### src/rtl/muldiv_pkg.sv
// rtl/muldiv_pkg.sv - shared state encoding and ALU control codes for the HI/LO multiply/divide unit
package muldiv_pkg;

    typedef enum logic [1:0] {IDLE, MUL, DIV, FIX} muldiv_state_t;

    localparam logic [3:0] ALUCTL_MULT = 4'b1000;
    localparam logic [3:0] ALUCTL_DIV  = 4'b1001;
    localparam logic [3:0] ALUCTL_MFHI = 4'b1010;
    localparam logic [3:0] ALUCTL_MFLO = 4'b1011;

endpackage

### src/rtl/muldiv_step.sv
// rtl/muldiv_step.sv - one combinational shift-add (mode=0) or restoring-divide (mode=1) iteration
module muldiv_step #(
    parameter int WIDTH = 32
) (
    input  logic             mode,
    input  logic [WIDTH-1:0] acc_hi,
    input  logic [WIDTH-1:0] acc_lo,
    input  logic [WIDTH-1:0] opnd,
    output logic [WIDTH-1:0] hi_n,
    output logic [WIDTH-1:0] lo_n
);

    logic [WIDTH:0] sum;
    logic [WIDTH:0] shifted;
    logic [WIDTH:0] diff;

    always_comb begin
        sum     = {1'b0, acc_hi} + ({1'b0, opnd} & {(WIDTH+1){acc_lo[0]}});
        shifted = {acc_hi, acc_lo[WIDTH-1]};
        diff    = shifted - {1'b0, opnd};
        hi_n    = acc_hi;
        lo_n    = acc_lo;
        if (!mode) begin
            // product {acc_hi, acc_lo} shifts right; multiplier bits drain out of acc_lo
            hi_n = sum[WIDTH:1];
            lo_n = {sum[0], acc_lo[WIDTH-1:1]};
        end else if (!diff[WIDTH]) begin
            hi_n = diff[WIDTH-1:0];
            lo_n = {acc_lo[WIDTH-2:0], 1'b1};
        end else begin
            hi_n = shifted[WIDTH-1:0];
            lo_n = {acc_lo[WIDTH-2:0], 1'b0};
        end
    end

endmodule

### src/rtl/hilo_muldiv_seq.sv
// rtl/hilo_muldiv_seq.sv - iterative signed MULT/DIV sequencer owning HI/LO, with pipeline stall
module hilo_muldiv_seq
    import muldiv_pkg::*;
#(
    parameter int WIDTH = 32
) (
    input  logic             clk,
    input  logic             reset,
    input  logic             start,
    input  logic [3:0]       op,
    input  logic [WIDTH-1:0] srca,
    input  logic [WIDTH-1:0] srcb,
    input  logic             rd_hilo,
    input  logic             flush,
    output logic             busy,
    output logic             stall,
    output logic             done,
    output logic [WIDTH-1:0] hi,
    output logic [WIDTH-1:0] lo
);

    localparam int CW = $clog2(WIDTH);

    muldiv_state_t    state_q, state_d;
    logic [WIDTH-1:0] acc_hi, acc_lo, opnd;
    logic [WIDTH-1:0] step_hi, step_lo;
    logic [CW-1:0]    count;
    logic             sign_q, sign_r, is_div, div0;
    logic             accept_mul, accept_div;
    logic [2*WIDTH-1:0] prod_fix;
    logic [WIDTH-1:0] fix_hi, fix_lo;

    function automatic logic [WIDTH-1:0] abs_val(input logic [WIDTH-1:0] x);
        return x[WIDTH-1] ? -x : x;
    endfunction

    assign accept_mul = start & ~flush & (op == ALUCTL_MULT);
    assign accept_div = start & ~flush & (op == ALUCTL_DIV);

    assign busy  = (state_q != IDLE);
    assign stall = busy & (rd_hilo | start);
    assign done  = (state_q == FIX) & ~flush;

    muldiv_step #(.WIDTH(WIDTH)) u_step (
        .mode   (is_div),
        .acc_hi (acc_hi),
        .acc_lo (acc_lo),
        .opnd   (opnd),
        .hi_n   (step_hi),
        .lo_n   (step_lo)
    );

    always_comb begin
        state_d = state_q;
        if (flush) begin
            state_d = IDLE;
        end else begin
            case (state_q)
                IDLE: begin
                    if (accept_mul)      state_d = MUL;
                    else if (accept_div) state_d = DIV;
                end
                MUL:     if (count == '0) state_d = FIX;
                DIV:     if (count == '0) state_d = FIX;
                FIX:     state_d = IDLE;
                default: state_d = IDLE;
            endcase
        end
    end

    // Divide by zero keeps the all-ones quotient unsigned; re-signing the
    // remainder with the dividend sign restores the raw dividend into HI.
    always_comb begin
        prod_fix = sign_q ? -{acc_hi, acc_lo} : {acc_hi, acc_lo};
        fix_hi   = prod_fix[2*WIDTH-1:WIDTH];
        fix_lo   = prod_fix[WIDTH-1:0];
        if (is_div) begin
            fix_hi = sign_r ? -acc_hi : acc_hi;
            fix_lo = (sign_q & ~div0) ? -acc_lo : acc_lo;
        end
    end

    always_ff @(posedge clk or negedge reset) begin
        if (!reset) begin
            state_q <= IDLE;
            acc_hi  <= '0;
            acc_lo  <= '0;
            opnd    <= '0;
            count   <= '0;
            sign_q  <= 1'b0;
            sign_r  <= 1'b0;
            is_div  <= 1'b0;
            div0    <= 1'b0;
            hi      <= '0;
            lo      <= '0;
        end else begin
            state_q <= state_d;
            case (state_q)
                IDLE: begin
                    if (accept_mul || accept_div) begin
                        acc_hi <= '0;
                        acc_lo <= accept_div ? abs_val(srca) : abs_val(srcb);
                        opnd   <= accept_div ? abs_val(srcb) : abs_val(srca);
                        count  <= CW'(WIDTH - 1);
                        sign_q <= srca[WIDTH-1] ^ srcb[WIDTH-1];
                        sign_r <= srca[WIDTH-1];
                        is_div <= accept_div;
                        div0   <= (srcb == '0);
                    end
                end
                MUL, DIV: begin
                    acc_hi <= step_hi;
                    acc_lo <= step_lo;
                    count  <= count - 1'b1;
                end
                FIX: begin
                    if (!flush) begin
                        hi <= fix_hi;
                        lo <= fix_lo;
                    end
                end
                default: ;
            endcase
        end
    end

endmodule

### config.mk
export PLATFORM = sky130hd
export DESIGN_NAME = hilo_muldiv_seq
export DESIGN_NICKNAME = d
export VERILOG_FILES = /design/src/rtl/muldiv_pkg.sv /design/src/rtl/muldiv_step.sv /design/src/rtl/hilo_muldiv_seq.sv
export SDC_FILE = /design/constraint.sdc
export NUM_CORES = 1
export LEC_CHECK = 0
export ABC_CLOCK_PERIOD_IN_PS = 5000
export BUFFER_PORTS_ARGS = -buffer_cell sky130_fd_sc_hd__buf_2
export CAP_MARGIN = 20
export CORE_ASPECT_RATIO = 1.4
export CORE_MARGIN = 3
export CORE_UTILIZATION = 45
export CTS_BUF_LIST = sky130_fd_sc_hd__clkbuf_2 sky130_fd_sc_hd__clkbuf_4 sky130_fd_sc_hd__clkbuf_8
export CTS_CLUSTER_SIZE = 30
export DETAILED_ROUTE_END_ITERATION = 8
export SYNTH_ARGS = -nofsm -noshare
export SYNTH_HDL_FRONTEND = slang
export SYNTH_HIERARCHICAL = 1
export SYNTH_SLANG_ARGS = --single-unit
export TNS_END_PERCENT = 1
### constraint.sdc
create_clock -name clk -period 5 [get_ports clk]
set_input_delay 0.25 -clock clk [delete_from_list [all_inputs] [get_ports clk]]
set_output_delay 0.25 -clock clk [all_outputs]
set_load 0.02 [all_outputs]
==> flow_metrics.tcl, run 1 <==
set metrics [dict create \
    relSlewSlack_pct 27.8 \
    htreeDepth 4 \
    synth_ff_type "dfrtp_1" \
    rows 78 \
    tritoncts.num_buffers 17 \
    maxSlewViolCount 0 \
    critPathLaunchType "flip-flop" \
    pin_count 140 \
    synthCells 1865 \
    grt_pass1_wl_mm 80.9 \
    yosysSeqAreaShare_pct 28.4 \
    seqPwrFrac_pct 24.7 \
    power_density_nw_per_um2 696 \
    grt.busiest_layer "met2" \
    fin_cells 2401 \
    drive_gt1_share_pct 14.3 \
    clock-root-buffer "clkbuf_8" \
    wl_mm 51.7 \
    firstDrtPassIters 6 \
    initial_utilization_pct 46.1 \
    skew_ns 0.0186 \
    first_global_vias 14221 \
    status "complete, no violations" \
    crit_arrival_ns 4.37 \
    worst_pin_slew_ns 1.08 \
    gp_congestion 0.941 \
    antenna_found_initial 1 \
    gr-usage-all-layers_pct 28.6 \
    dpl.cell_count 2366 \
    grt_use_met1_pct 34.3 \
    cp.required_ns 5.41 \
    drc 0 \
    overflow 0 \
    clock_latency_ns 0.53 \
    ant_nets 0 \
    yosys_warnings 6 \
    drtIter0Drc 1194 \
    fin_crit_sh_pct 79.3 \
    via_per_inst 6.08 \
    grtUsageMet2_pct 49.8 \
    die_area_um2 35700 \
    num_antenna_cells 0 \
    grt_use_met3_pct 3.32 \
    cts_tree "done" \
    power_switching_mw 5.95 \
    synth_nets 2012 \
    fp.dieH_um 222 \
    tns_ns 0 \
    num-nets-final 2095 \
    clockBufferDepth 2 \
    num_vias 14589 \
    intPower_mw 5.63 \
    dp_hpwl_mm 39.9 \
    maxCapViolCount 0 \
    wire_per_inst_um 21.5 \
    ys_types 90 \
    die_x_um 161 \
    pwr-share-clk_pct 10.4 \
    ys_ff_latch 171 \
    core_um2 32700 \
    combPwrFrac_pct 64.9 \
    setup_viol 0 \
    mappedNetlistArea_um2 15100 \
    clkSlewWorstSetupHoldPaths_ns 0.11 \
    syn_avg_cell_area_um2 8.08 \
    grt_max_degree 95 \
    async_reset_ff_share_pct 100 \
    rsz0062_at_grt "no" \
    fin_hold_ws_ns 0.137 \
    worstSetupPathType "reg -> reg" \
    synth-edff-count 0 \
    netSwitchingFraction_pct 51.4 \
    final_hold_viol_count 0 \
    period_minus_slack_ns 3.96 \
    ir_drop_mv 0.560 \
    cts_sinks 171 \
    leakagePower_nw 7.26 \
    path_max_fanout 21 \
    min_path_type "in -> reg" \
    portBuffers 139 \
    area_growth_pct 10.4 \
    max_freq_mhz 252 \
    end_kind "flip-flop" \
]
==> layout by cell type (no fill, tap or decap), types with 9 or more instances in the layout <==
| cell type | Yosys | routed |
|---|---|---|
| o22ai_1 | 9 | 9 |
| nand2b_1 | 17 | 16 |
| a21oi_1 | 138 | 137 |
| nor3_1 | 38 | 38 |
| mux2_2 | 38 | 38 |
| o221ai_1 | 24 | 24 |
| a22o_1 | 32 | 32 |
| nor2b_1 | 11 | 11 |
| and2_1 | 42 | 41 |
| o31ai_1 | 34 | 34 |
| xnor2_1 | 106 | 106 |
| buf_4 | 1 | 23 |
| nand3_1 | 37 | 37 |
| o21ai_0 | 167 | 166 |
| xor2_1 | 61 | 61 |
| ha_1 | 72 | 72 |
| mux2i_1 | 27 | 27 |
| nand2_1 | 216 | 216 |
| a211oi_1 | 19 | 19 |
| and3_1 | 16 | 16 |
| nand4_1 | 14 | 14 |
| inv_1 | 67 | 67 |
| a31oi_1 | 15 | 15 |
| o41ai_1 | 19 | 19 |
| dfrtp_1 | 171 | 170 |
| o21a_1 | 15 | 15 |
| clkbuf_8 | 0 | 18 |
| nor4_1 | 25 | 25 |
| buf_2 | 6 | 138 |
| or3_1 | 16 | 16 |
| a21o_1 | 24 | 24 |
| nor2_1 | 143 | 143 |
==> power by group through the flow <==
stage               combinational [mW]  sequential (mW)  clock, mW
floorplan                         5.50             2.67          0
global placement                  7.35             2.87          0
detailed placement                7.40             2.88          0
CTS                               7.44             2.86       1.23
global route                      8.24             2.95       1.28
finish                            7.51             2.86       1.20
==> path summary, 6_finish.rpt <==
| path | start | depth (start not counted) | to | slack (ns) |
|---|---|---|---|---|
| max in group asynchronous | reset | 3 | opnd[4] | 3.45 |
| min in group asynchronous | reset | 2 | lo[11] | 0.35 |
| hold reg to reg | hi[16] | 2 | hi[16] | 0.48 |
| hold / removal | srca[25] | 3 | opnd[25] | 0.14 |
| setup / recovery | acc_lo[31] | 14 | acc_hi[15] | 1.04 |
| setup reg to reg | acc_lo[31] | 14 | acc_hi[15] | 1.04 |
==> cells in the mapped netlist, drive strengths merged, types with 27 or more instances <==
master | number | area (um^2)
xnor2 | 107 | 956
o21ai | 169 | 850
mux2 | 38 | 428
xor2 | 61 | 534
nand3 | 37 | 185
nor3 | 40 | 216
nor2 | 143 | 537
a21oi | 141 | 717
and2 | 42 | 263
nand2 | 216 | 811
ha | 72 | 901
nor4 | 29 | 206
mux2i | 27 | 270
inv | 67 | 251
o31ai | 35 | 268
a22o | 32 | 280
dfrtp | 171 | 4280
clkbuf | 87 | 327
==> registers in the layout, summed over array words and instances (netlist names), 2 cells and up <==
name and cells:
hi 32, lo 32, opnd 32, state_q 2, count 5, acc_lo 32, acc_hi 32
==> final cells by class <==
cell class | count | area (um^2)
fillers | 3222 | 16100
multi-input cells | 1526 | 10200
flip-flops and latches | 171 | 4280
repair buffers | 165 | 905
well taps | 440 | 551
inverters | 67 | 251
clock buffers | 18 | 248
clock inverters | 14 | 229
==> repair_timing <==
item / 4_1_cts / 5_1_grt
gates resized for setup: 0 / 0
hold buffers: 3 / 0
endpoints found under the hold margin: 89 / 0
buffers inserted: 0 / 0
==> cells by family after synthesis <==
| kind of cell | after synthesis | synth area share [%] |
|---|---|---|
| simple gates | 628 | 20.4 |
| compound gates | 591 | 26.2 |
| flops | 171 | 28.4 |
| xor+xnor | 168 | 9.89 |
| buf+inv | 168 | 4.31 |
| fa+ha+maj | 74 | 6.25 |
| mux | 65 | 4.63 |
==> per-layer routing <==
layer	vias to the layer above	routed length, um
met5	-	9
met4	2	3010
met3	120	2220
met2	495	25800
met1	6990	20700
li1	6982	-
==> stage by stage <==
step	area [um^2]	utilization [%]	worst slack (ns)	total power [mW]
after floorplan	15100	-	1.61	8.17
after global placement	16100	49.3	1.24	10.2
after detailed placement	16100	49.3	1.12	10.3
after CTS	16600	50.9	1.09	11.5
after global routing	16600	50.9	0.825	12.5
final	16600	50.9	1.04	11.6
==> critical path, stage by stage (launching register included) <==
cell	delay, ns
dfrtp_1	0.41
inv_1	0.09
ha_1	0.23
fa_1	0.39
nand2b_1	0.21
a21oi_1	0.26
o21a_1	0.20
o31ai_1	0.12
a21oi_2	0.26
o21ai_2	0.14
xnor2_4	0.61
buf_4	0.37
mux2i_1	0.22
a21oi_1	0.09
a22o_1	0.23
No activity file was read; power rests on OpenSTA's default activity.
==> run 2: changes to the inputs <==
--- a/config.mk
+++ b/config.mk
@@ -5,7 +5,8 @@
 export SDC_FILE = /design/constraint.sdc
 export NUM_CORES = 1
 export LEC_CHECK = 0
-export ABC_CLOCK_PERIOD_IN_PS = 5000
+export ABC_AREA = 1
+export ABC_CLOCK_PERIOD_IN_PS = 4200
 export BUFFER_PORTS_ARGS = -buffer_cell sky130_fd_sc_hd__buf_2
 export CAP_MARGIN = 20
 export CORE_ASPECT_RATIO = 1.4
==> constraint.sdc (replaced) <==
create_clock -name clk -period 4.2 [get_ports clk]
set_input_delay 0.21 -clock clk [delete_from_list [all_inputs] [get_ports clk]]
set_output_delay 0.21 -clock clk [all_outputs]
set_load 0.02 [all_outputs]
==> flow_metrics.tcl, run 2 <==
set metrics [dict create \
    synth.area.mux_share_pct 0 \
    drc 0 \
    via_per_inst 5.52 \
    clock_latency_ns 0.53 \
    final_hold_viol_count 0 \
    yosys_warnings 6 \
    synth-edff-count 0 \
    reg2reg_slack_ns 0.95 \
    synth_common_cells "nand2_1, inv_1, nand3_1, nor2_1, dfrtp_1" \
    num_antenna_cells 0 \
    fin_crit_sh_pct 77.5 \
    die_area_um2 42700 \
    cts_sinks 171 \
    synth-compound-area-share_pct 11.7 \
    synth_adder_area_share_pct 5.20 \
    yosysSeqAreaShare_pct 23.7 \
    min_to "div0" \
    min_path_cells 4 \
    holdCritStartpoint "srcb[29]" \
    most-common-layout-cells "nand2_1, inv_1, nand3_1, nor2_1, dfrtp_1" \
    overflow 0 \
    wl_mm 73.2 \
    portBuffers 139 \
    crit_arrival_ns 3.70 \
    syn_avg_cell_area_um2 5.84 \
    async_reset_ff_share_pct 100 \
    dp_hpwl_mm 59.7 \
    gr-usage-all-layers_pct 34.0 \
    tritoncts.num_buffers 17 \
    post-cts-setup-buffers 0 \
    fin_cells 3730 \
    ys_types 52 \
    maxSlewViolCount 0 \
    drtIter0Drc 1583 \
    path_max_fanout 17 \
    intPower_mw 5.47 \
    antenna_found_initial 0 \
    pre_cts_slack_ns 1.03 \
    setup_viol 0 \
    path_cells "inv_1 > ha_1 > fa_1 > inv_1 > nand2_1 > nand2_1 > nand3_1 > nand2_2 > nand2_2 > nand2_4 > nand2_4 > nand3_2 > nand3_1 > o21ai_0 > o211ai_1 > o21ai_1" \
    gp_congestion 0.986 \
    firstDrtPassIters 6 \
    status "complete, no violations" \
    htreeDepth 4 \
    grt_max_degree 97 \
    final_common_cell "nand2_1" \
    synth_top_cell_by_area "dfrtp_1" \
    clockBufferDepth 2 \
    synth_area_leaders "dfrtp_1, nand2_1, nand3_1, inv_1, nor2_1" \
    fin_hold_ws_ns 0.0471 \
    critPathTopFamily "simple AND/OR/NAND/NOR gates" \
    cp.depth 16 \
    grt_pass1_wl_mm 112 \
    r2r_end "acc_lo[0]" \
    max_freq_mhz 307 \
    synth_top_family_by_area "simple AND/OR/NAND/NOR gates" \
    fp.dieH_um 243 \
    ys_ff_latch 171 \
    dpl.cell_count 3693 \
    drive_gt1_share_pct 9.28 \
    maxCapViolCount 0 \
    rsz0062_at_grt "no" \
    skew_ns 0.0320 \
    power_switching_mw 7.74 \
    synthCells 3096 \
    pwr-share-clk_pct 9.7 \
    cp.required_ns 4.65 \
    min_path_type "in -> reg" \
    die_x_um 175 \
    cts_tree "done" \
    crit_slowest_cell "dfrtp_1" \
    initial_utilization_pct 45.8 \
    wire_per_inst_um 19.6 \
    area_growth_pct 8.92 \
    synth_most_common_cell "nand2_1" \
    num_vias 20571 \
    num-nets-final 3336 \
    synth_top_cell_area_share_pct 23.7 \
    ant_nets 0 \
    yosys.area_share.simple_pct 44.7 \
    synth-xor-area-share_pct 3.29 \
    fin_ws_ns 0.946 \
    max_stage_delay_ns 0.48 \
    synth_ff_type "dfrtp_1" \
    clkSlewWorstSetupHoldPaths_ns 0.13 \
    seqPwrFrac_pct 23.8 \
    mappedNetlistArea_um2 18100 \
    power_density_nw_per_um2 671 \
    combPwrFrac_pct 66.5 \
    leakagePower_nw 10.9 \
    synth_nets 3243 \
    critPathLaunchType "flip-flop" \
    reg2regPathDepth 16 \
    worstSetupPathType "reg -> reg" \
    relSlewSlack_pct 26.9 \
    period_minus_slack_ns 3.25 \
    worst_pin_slew_ns 1.10 \
    worstReg2RegStart "acc_lo[31]" \
    end_kind "flip-flop" \
    cp_num_buf_inv 2 \
    pin_count 140 \
    rows 86 \
    core_um2 39500 \
    ir_drop_mv 0.439 \
    first_global_vias 20103 \
    netSwitchingFraction_pct 58.6 \
    utilization_pct 49.9 \
    tns_ns 0 \
    clock-root-buffer "clkbuf_8" \
]
==> run 2: cell count changes after synthesis, moves of 47 or more <==
cell      previous run  this run
o21ai_0            167       117
nor2_1             143       281
nand3_1             37       336
o21ai_1              1        48
clkbuf_1            87        38
inv_1               67       419
nand2_1            216      1075
xnor2_1            106        17
==> run 2: metrics by stage <==
stage | area, um^2 | power (mW)
global route | 19700 | 14.3
global placement | 19200 | 11.7
finish | 19700 | 13.2
detailed placement | 19200 | 11.8
floorplan | 18100 | 8.90
CTS | 19700 | 13.1
==> run 2: cell type report <==
cell class	count	area [um^2]
Sequential cell	171	4280
Clock inverter	14	174
Inverter	437	1640
Multi-Input combinational cell	2399	11700
Timing Repair Buffer	163	955
Fill cell	4364	19800
Tap cell	528	661
Clock buffer	18	248
==> run 2: worst min-delay path, stage by stage <==
cell and delay, ns:
buf_2 0.13, nor2_1 0.05, nand4_1 0.08, o41ai_1 0.07
==> run 2: power groups by stage <==
stage	Combinational (mW)	Sequential, mW	Clock, mW
3_5_place_dp	8.57	3.21	0
5_1_grt	9.74	3.21	1.36
6_report	8.79	3.14	1.28
2_1_floorplan	5.90	3.00	0
4_1_cts	8.62	3.17	1.30
3_3_place_gp	8.49	3.18	0
==> run 2: timing repair <==
item,4_1_cts,5_1_grt
endpoints found under the setup margin,0,0
hold buffers,3,0
hold endpoints to repair,98,0
gates resized for setup,0,0
==> run 2: layer usage <==
layer	routed length (um)	vias up	part of all wire [%]	GRT usage, %
li1	-	10065	-	-
met1	27100	9526	37	37.1
met2	36300	754	50	60.4
met3	3150	226	4.3	3.11
met4	6640	0	9.1	26.0
met5	0	-	0	0
==> run 2: how the worst max path moves through the flow <==
stage / startpoint / end / slack (ns)
5_1_grt: acc_lo[31] / acc_hi[29] / 0.80
3_3_place_gp: acc_lo[0] / acc_hi[21] / 0.99
6_report: acc_lo[31] / acc_lo[0] / 0.95
3_5_place_dp: acc_lo[0] / acc_hi[29] / 1.03
4_1_cts: acc_lo[31] / acc_lo[0] / 1.0
2_1_floorplan: acc_lo[0] / acc_hi[11] / 1.61
==> run 2: cells by family (layout without fill, tap and decap cells) <==
kind of cell / count (synthesis) / after routing
AND/OR/NAND/NOR: 1881 / 1881
flip-flops: 171 / 171
buffers and inverters: 526 / 632
adder cells (fa/ha/maj): 74 / 74
AO/OA/AOI/OAI: 376 / 376
XOR/XNOR: 68 / 68
